### src/rtl/qdi_1of2_sync_rx.sv
// qdi_1of2_sync_rx
// Receives e1of2 tokens from an asynchronous (QDI) upstream FIFO into the CLK
// domain. Each data rail is brought in through its own flop chain. A
// three-state handshake FSM drives the e1of2 enable (Rxe) and pushes accepted
// bits into a small registered FIFO that feeds a valid/ready consumer.
// The block also counts accepted tokens and keeps a sticky flag that is set
// when both rails are seen high at the same time.

module qdi_1of2_sync_rx #(
   parameter int unsigned DEPTH       = 4,
   parameter int unsigned CNT_W       = 16,
   parameter int unsigned SYNC_STAGES = 2
) (
   input  logic                     CLK,
   input  logic                     RESET,
   input  logic [1:0]               Rx,
   output logic                     Rxe,
   output logic                     data_out,
   output logic                     valid_out,
   input  logic                     ready_in,
   output logic [CNT_W-1:0]         tok_count,
   output logic                     err_illegal,
   output logic [$clog2(DEPTH):0]   level
);

   localparam int unsigned AW = $clog2(DEPTH);

   localparam logic [AW:0]      FULL_LVL = DEPTH[AW:0];
   localparam logic [AW:0]      LVL_ONE  = 1;
   localparam logic [AW-1:0]    PTR_ONE  = 1;
   localparam logic [CNT_W-1:0] CNT_ONE  = 1;

   typedef enum logic [1:0] {
      HOLD         = 2'd0,
      WAIT_VALID   = 2'd1,
      WAIT_NEUTRAL = 2'd2
   } state_t;

   // ------------------------------------------------------------------
   // Reset release synchronizer
   // ------------------------------------------------------------------
   // Its length matches the rail synchronizers, so the rails already carry
   // real samples when the FSM is released. Without this, the FSM could
   // mistake the cleared pipeline for a neutral upstream.
   logic [SYNC_STAGES-1:0] rst_sync_q;
   logic [SYNC_STAGES-1:0] rst_sync_d;
   logic                   rst_ok;

   // Shift ones in behind the reset release
   always_comb begin
      rst_sync_d = {rst_sync_q[SYNC_STAGES-2:0], 1'b1};
   end

   // Reset release register chain
   always_ff @(posedge CLK or negedge RESET) begin
      if (!RESET) begin
         rst_sync_q <= '0;
      end else begin
         rst_sync_q <= rst_sync_d;
      end
   end

   assign rst_ok = rst_sync_q[SYNC_STAGES-1];

   // ------------------------------------------------------------------
   // Rail synchronizers
   // ------------------------------------------------------------------
   logic [1:0] sync_q [SYNC_STAGES];
   logic [1:0] sync_d [SYNC_STAGES];
   logic [1:0] srx;

   // Next value of each synchronizer stage
   always_comb begin
      sync_d[0] = Rx;
      for (int unsigned i = 1; i < SYNC_STAGES; i++) begin
         sync_d[i] = sync_q[i-1];
      end
   end

   // Rail synchronizer flops
   always_ff @(posedge CLK or negedge RESET) begin
      if (!RESET) begin
         for (int unsigned i = 0; i < SYNC_STAGES; i++) begin
            sync_q[i] <= '0;
         end
      end else begin
         sync_q <= sync_d;
      end
   end

   assign srx = sync_q[SYNC_STAGES-1];

   // ------------------------------------------------------------------
   // Output buffer state
   // ------------------------------------------------------------------
   logic            mem_q [DEPTH];
   logic            mem_d [DEPTH];
   logic [AW-1:0]   wr_ptr_q, wr_ptr_d;
   logic [AW-1:0]   rd_ptr_q, rd_ptr_d;
   logic [AW:0]     level_q,  level_d;
   logic [AW:0]     level_after_pop;
   logic            push;
   logic            pop;

   // ------------------------------------------------------------------
   // Handshake FSM
   // ------------------------------------------------------------------
   state_t           state_q, state_d;
   logic             rxe_q,   rxe_d;
   logic             err_q,   err_d;
   logic [CNT_W-1:0] tok_count_q, tok_count_d;

   assign valid_out       = (level_q != '0);
   assign pop             = valid_out & ready_in;
   assign level_after_pop = pop ? (level_q - LVL_ONE) : level_q;

   // Next-state, push decision and sticky error flag
   always_comb begin
      state_d = state_q;
      push    = 1'b0;
      err_d   = err_q;
      if (!rst_ok) begin
         state_d = HOLD;
      end else begin
         unique case (state_q)
            HOLD: begin
               if ((level_q < FULL_LVL) && (srx == 2'b00)) begin
                  state_d = WAIT_VALID;
               end
            end
            WAIT_VALID: begin
               unique case (srx)
                  2'b01, 2'b10: begin
                     push    = 1'b1;
                     state_d = WAIT_NEUTRAL;
                  end
                  2'b11: begin
                     err_d = 1'b1;
                  end
                  default: begin
                     state_d = WAIT_VALID;
                  end
               endcase
            end
            WAIT_NEUTRAL: begin
               if (srx == 2'b00) begin
                  // No push happens in this state, so occupancy after a
                  // same-edge pop decides whether there is room to re-enable.
                  if (level_after_pop < FULL_LVL) begin
                     state_d = WAIT_VALID;
                  end else begin
                     state_d = HOLD;
                  end
               end
            end
            default: begin
               state_d = HOLD;
            end
         endcase
      end
      rxe_d = (state_d == WAIT_VALID);
   end

   // Accepted-token counter, wraps naturally at 2^CNT_W
   always_comb begin
      tok_count_d = tok_count_q;
      if (push) begin
         tok_count_d = tok_count_q + CNT_ONE;
      end
   end

   // FSM state, registered enable, counter and error flag
   always_ff @(posedge CLK or negedge RESET) begin
      if (!RESET) begin
         state_q     <= HOLD;
         rxe_q       <= 1'b0;
         err_q       <= 1'b0;
         tok_count_q <= '0;
      end else begin
         state_q     <= state_d;
         rxe_q       <= rxe_d;
         err_q       <= err_d;
         tok_count_q <= tok_count_d;
      end
   end

   // ------------------------------------------------------------------
   // Registered FIFO
   // ------------------------------------------------------------------
   // Buffer write, pointer advance and occupancy update
   always_comb begin
      mem_d    = mem_q;
      wr_ptr_d = wr_ptr_q;
      rd_ptr_d = rd_ptr_q;
      level_d  = level_q;
      if (push) begin
         mem_d[wr_ptr_q] = srx[1];
         wr_ptr_d        = wr_ptr_q + PTR_ONE;
      end
      if (pop) begin
         rd_ptr_d = rd_ptr_q + PTR_ONE;
      end
      unique case ({push, pop})
         2'b10:   level_d = level_q + LVL_ONE;
         2'b01:   level_d = level_q - LVL_ONE;
         default: level_d = level_q;
      endcase
   end

   // Buffer storage and pointers
   always_ff @(posedge CLK or negedge RESET) begin
      if (!RESET) begin
         for (int unsigned i = 0; i < DEPTH; i++) begin
            mem_q[i] <= 1'b0;
         end
         wr_ptr_q <= '0;
         rd_ptr_q <= '0;
         level_q  <= '0;
      end else begin
         mem_q    <= mem_d;
         wr_ptr_q <= wr_ptr_d;
         rd_ptr_q <= rd_ptr_d;
         level_q  <= level_d;
      end
   end

   // ------------------------------------------------------------------
   // Outputs
   // ------------------------------------------------------------------
   assign Rxe         = rxe_q;
   assign data_out    = valid_out ? mem_q[rd_ptr_q] : 1'b0;
   assign tok_count   = tok_count_q;
   assign err_illegal = err_q;
   assign level       = level_q;

endmodule

### config.mk
export PLATFORM = sky130hd
export DESIGN_NAME = qdi_1of2_sync_rx
export DESIGN_NICKNAME = d
export VERILOG_FILES = /design/src/rtl/qdi_1of2_sync_rx.sv
export SDC_FILE = /design/constraint.sdc
export NUM_CORES = 1
export LEC_CHECK = 0
export ABC_AREA = 1
export CORE_MARGIN = 3
export CORE_UTILIZATION = 31
export CTS_CLUSTER_SIZE = 8
export DETAILED_ROUTE_END_ITERATION = 6
export PLACE_DENSITY = 0.63
export SETUP_SLACK_MARGIN = 0.02
export SYNTH_ARGS = -nofsm -noshare
export SYNTH_HDL_FRONTEND = slang
export SYNTH_SLANG_ARGS = --single-unit
### constraint.sdc
create_clock -name CLK -period 3.35 [get_ports CLK]
set_clock_uncertainty 0.15 [all_clocks]
set_input_delay 1.005 -clock CLK [delete_from_list [all_inputs] [get_ports CLK]]
set_output_delay 1.005 -clock CLK [all_outputs]
set_load 0.05 [all_outputs]
==> run_summary.xml <==
<?xml version="1.0" encoding="UTF-8"?>
<metrics>
  <group name="timing">
    <metric name="slew_violations" unit="">0</metric>
    <metric name="setup-violations-final" unit="">0</metric>
    <metric name="relSlewSlack" unit="">0.444</metric>
    <metric name="timing.final.crit_share" unit="">0.949</metric>
    <metric name="setup_tns" unit="ns">0</metric>
    <metric name="timing_worst_slew_pin_value" unit="ns">0.834</metric>
    <metric name="final_ws_setup" unit="ns">0.170</metric>
    <metric name="report.final.hold_viol_count" unit="">0</metric>
    <metric name="grt_setup_unrepaired" unit="">false</metric>
    <metric name="finalCriticalPeriod" unit="ns">3.18</metric>
    <metric name="hold-worst-slack" unit="ns">0.199</metric>
    <metric name="fmax" unit="GHz">0.314</metric>
  </group>
  <group name="power_and_ir_drop">
    <metric name="power-per-cell-area" unit="nW/um^2">681</metric>
    <metric name="vdd_ir_drop_max" unit="mV">0.494</metric>
    <metric name="leakage" unit="nW">1.09</metric>
    <metric name="design_power_total" unit="W">0.00155</metric>
  </group>
  <group name="place">
    <metric name="numPortBuffers" unit="">27</metric>
    <metric name="placement.setup.worst_slack" unit="ns">0.473</metric>
    <metric name="gp_congestion" unit="">0.710</metric>
    <metric name="hpwl" unit="um">2530</metric>
  </group>
  <group name="min_path">
    <metric name="hold_class" unit="">reg -&gt; reg</metric>
  </group>
  <group name="critical_path">
    <metric name="required" unit="ns">2.19</metric>
    <metric name="cp-end-kind" unit="">primary output</metric>
    <metric name="type_of_the_setup_path_with_the_least_slack" unit="">reg -&gt; out</metric>
    <metric name="critical_path.max_fanout" unit="">4</metric>
    <metric name="worst-endpoint-arrival" unit="ns">2.02</metric>
    <metric name="timing.critical_path.from_type" unit="">flop</metric>
  </group>
  <group name="cells_and_area">
    <metric name="antennaDiodeCount" unit="">0</metric>
    <metric name="layout-drive-gt1-share" unit="">0.0901</metric>
    <metric name="sequential_cell_area" unit="um^2">926</metric>
    <metric name="final.fill_count" unit="">553</metric>
    <metric name="postLayoutCoreUtil" unit="">0.403</metric>
    <metric name="areaGrowthSynthToFinish" unit="%">23.2</metric>
    <metric name="num-nets-final" unit="">250</metric>
    <metric name="multi_input_area" unit="um^2">792</metric>
  </group>
  <group name="grt">
    <metric name="first_pass_grt_wire_length" unit="um">6460</metric>
    <metric name="grt_pass1_vias" unit="">1407</metric>
    <metric name="grt_start_max_net_pins" unit="">38</metric>
    <metric name="grt_antenna_before_repair" unit="">0</metric>
    <metric name="overflow" unit="">0</metric>
    <metric name="grt_use_total" unit="">0.114</metric>
  </group>
  <group name="clocking">
    <metric name="cts_tree" unit="">built</metric>
    <metric name="clk_latency" unit="ns">0.28</metric>
    <metric name="cts_setup_buffers" unit="">0</metric>
    <metric name="inserted_clock_buffers" unit="">5</metric>
    <metric name="clk_transition_reported_paths" unit="ns">0.07</metric>
    <metric name="numClockSinks" unit="">37</metric>
    <metric name="cts_htree_levels" unit="">2</metric>
    <metric name="clockRootBuffer" unit="">clkbuf_8</metric>
    <metric name="cts_hold_buffers" unit="">0</metric>
    <metric name="max-clock-path-buffers" unit="">2</metric>
    <metric name="post_cts_resized" unit="">0</metric>
  </group>
  <group name="job">
    <metric name="timing.max_cap.violations" unit="">0</metric>
  </group>
  <group name="detailed_routing">
    <metric name="route.final.wire_length" unit="um">3480</metric>
    <metric name="vias" unit="">1349</metric>
    <metric name="detailedRoute.firstIterationViolations" unit="">85</metric>
    <metric name="drt-pass1-iter-count" unit="">5</metric>
    <metric name="detail_route.drc_violations" unit="">0</metric>
    <metric name="drt.antenna.violating_nets" unit="">0</metric>
    <metric name="vias_per_cell" unit="">4.42</metric>
    <metric name="detail_route.wl_per_cell" unit="um">11.4</metric>
  </group>
  <group name="yosys">
    <metric name="yosysTopAreaCellShare" unit="">0.501</metric>
    <metric name="yosys.area_share.simple" unit="">0.210</metric>
    <metric name="number_of_distinct_library_cells_after_synthesis" unit="">25</metric>
    <metric name="synthAdderAreaFrac" unit="">0.0813</metric>
    <metric name="synth_compound_gate_area_share" unit="">0.0495</metric>
    <metric name="syn-cell-area" unit="um^2">1850</metric>
    <metric name="yosysWarnings" unit="">0</metric>
    <metric name="syn_area_per_cell" unit="um^2">9.19</metric>
    <metric name="postSynthRegisterBits" unit="">37</metric>
    <metric name="synth.top_cells.by_area" unit="">dfrtp_1 (50%), nand2_1 (8.7%), ha_1 (8.1%)</metric>
    <metric name="post_synthesis_cells" unit="">201</metric>
    <metric name="yosys.area_share.xor_xnor" unit="">0.0806</metric>
    <metric name="synthDominantAreaCellType" unit="">dfrtp_1</metric>
    <metric name="synth.area.mux_share" unit="">0.00542</metric>
    <metric name="synthesis.nets" unit="">218</metric>
    <metric name="synth-seq-area-share" unit="">0.501</metric>
    <metric name="synth_top_family_by_area" unit="">simple AND/OR/NAND/NOR gates</metric>
  </group>
  <group name="floorplanning">
    <metric name="core" unit="um^2">5640</metric>
    <metric name="ios" unit="">28</metric>
    <metric name="dieHeight" unit="um">83.2</metric>
    <metric name="die_area" unit="um^2">6920</metric>
    <metric name="starting_density_of_the_core" unit="">0.327</metric>
    <metric name="die_width" unit="um">83.2</metric>
    <metric name="std_cell_rows" unit="">27</metric>
  </group>
  <group name="status">
    <metric name="outcome" unit="">complete, no violations</metric>
  </group>
</metrics>
-- stage by stage --
step	std cells	area (um^2)
2_1_floorplan	201	1850
5_1_grt	305	2280
3_3_place_gp	298	2190
6_report	305	2280
4_1_cts	305	2280
3_5_place_dp	298	2190
-- cells in the mapped netlist --
| master | count |
|---|---|
| conb_1 | 1 |
| o31ai_1 | 1 |
| clkbuf_2 | 1 |
| ha_1 | 12 |
| xnor2_1 | 7 |
| xor2_1 | 10 |
| nand3_1 | 7 |
| nand2_1 | 43 |
| inv_1 | 29 |
| nand3_2 | 2 |
| inv_2 | 2 |
| dfrtp_1 | 37 |
| o21ai_0 | 6 |
| nand4_1 | 7 |
| nor3_1 | 1 |
| a31o_2 | 1 |
| a21oi_1 | 6 |
| nor3_2 | 1 |
| nor2_4 | 2 |
| mux2i_1 | 1 |
| nor2_2 | 5 |
| nand2_2 | 1 |
| nor2_1 | 14 |
| buf_4 | 1 |
| o21ai_1 | 3 |
-- per-layer routing --
layer  up-vias  track usage  part of all wire
li1        691            -                 -
met1       629        0.155              0.51
met2        24        0.176              0.44
met3         5       0.0337             0.039
met4         0       0.0357             0.014
met5         -            0                 0
-- sequential cells by signal, summed over array words and instances (netlist names) --
register     count
rd_ptr_q         2
Rxe              1
sync_d           2
level            3
wr_ptr_q         2
srx              2
tok_count       16
err_illegal      1
rst_sync_q       2
state_q          2
mem_q            4
-- worst paths after layout --
path | startpoint | endpoint | slack, ns | cells after the start
worst max-delay path | level[0] | data_out | 0.17 | 6
worst min-delay path | sync_d[1] | srx[1] | 0.20 | 0
worst max register to register | srx[1] | tok_count[13] | 1.24 | 9
worst min register to register | sync_d[1] | srx[1] | 0.20 | 0
max in group asynchronous | RESET | state_q[1] | 1.85 | 1
min in group asynchronous | RESET | rd_ptr_q[1] | 0.67 | 1
-- critical path: stages (launching register included) --
cell and delay, ns:
dfrtp_1 0.41, inv_1 0.09, ha_1 0.20, inv_1 0.05
nor2_1 0.06, a21oi_1 0.12, clkdlybuf4s50_1 0.81
-- layout make-up --
| class | count | share of cell area |
|---|---|---|
| Tap cell | 72 | 0.0396 |
| Timing Repair Buffer | 27 | 0.117 |
| Sequential cell | 37 | 0.407 |
| Clock buffer | 7 | 0.0379 |
| Inverter | 31 | 0.0511 |
| Multi-Input combinational cell | 131 | 0.348 |
-- cells in the final DEF, fill, tap and decap left out, drive strengths merged --
master	instances
a21oi	6
inv	31
buf	1
nand2	44
xor2	10
dfrtp	37
clkbuf	7
nor3	2
xnor2	7
nor2	21
a31o	1
nand3	9
clkdlybuf4s50	26
ha	12
o21ai	9
conb	1
mux2i	1
o31ai	1
nand4	7
-- power breakdown --
part / internal, W / switching (W) / leakage, nW
logic: 0.000223 / 0.000385 / 0.560
registers: 0.000533 / 0.0000971 / 0.482
clock network: 0.000163 / 0.000147 / 0.0443
total: 0.000920 / 0.000629 / 1.09
-- cells by family (layout without fill, tap and decap cells) --
family / Yosys count / count (layout)
buf+inv: 33 / 65
compound gates: 17 / 17
xor+xnor: 17 / 17
fa+ha+maj: 12 / 12
flops: 37 / 37
simple gates: 83 / 83
other cells: 1 / 1
mux: 1 / 1
Note: power is estimated with default switching activity, not from simulation.
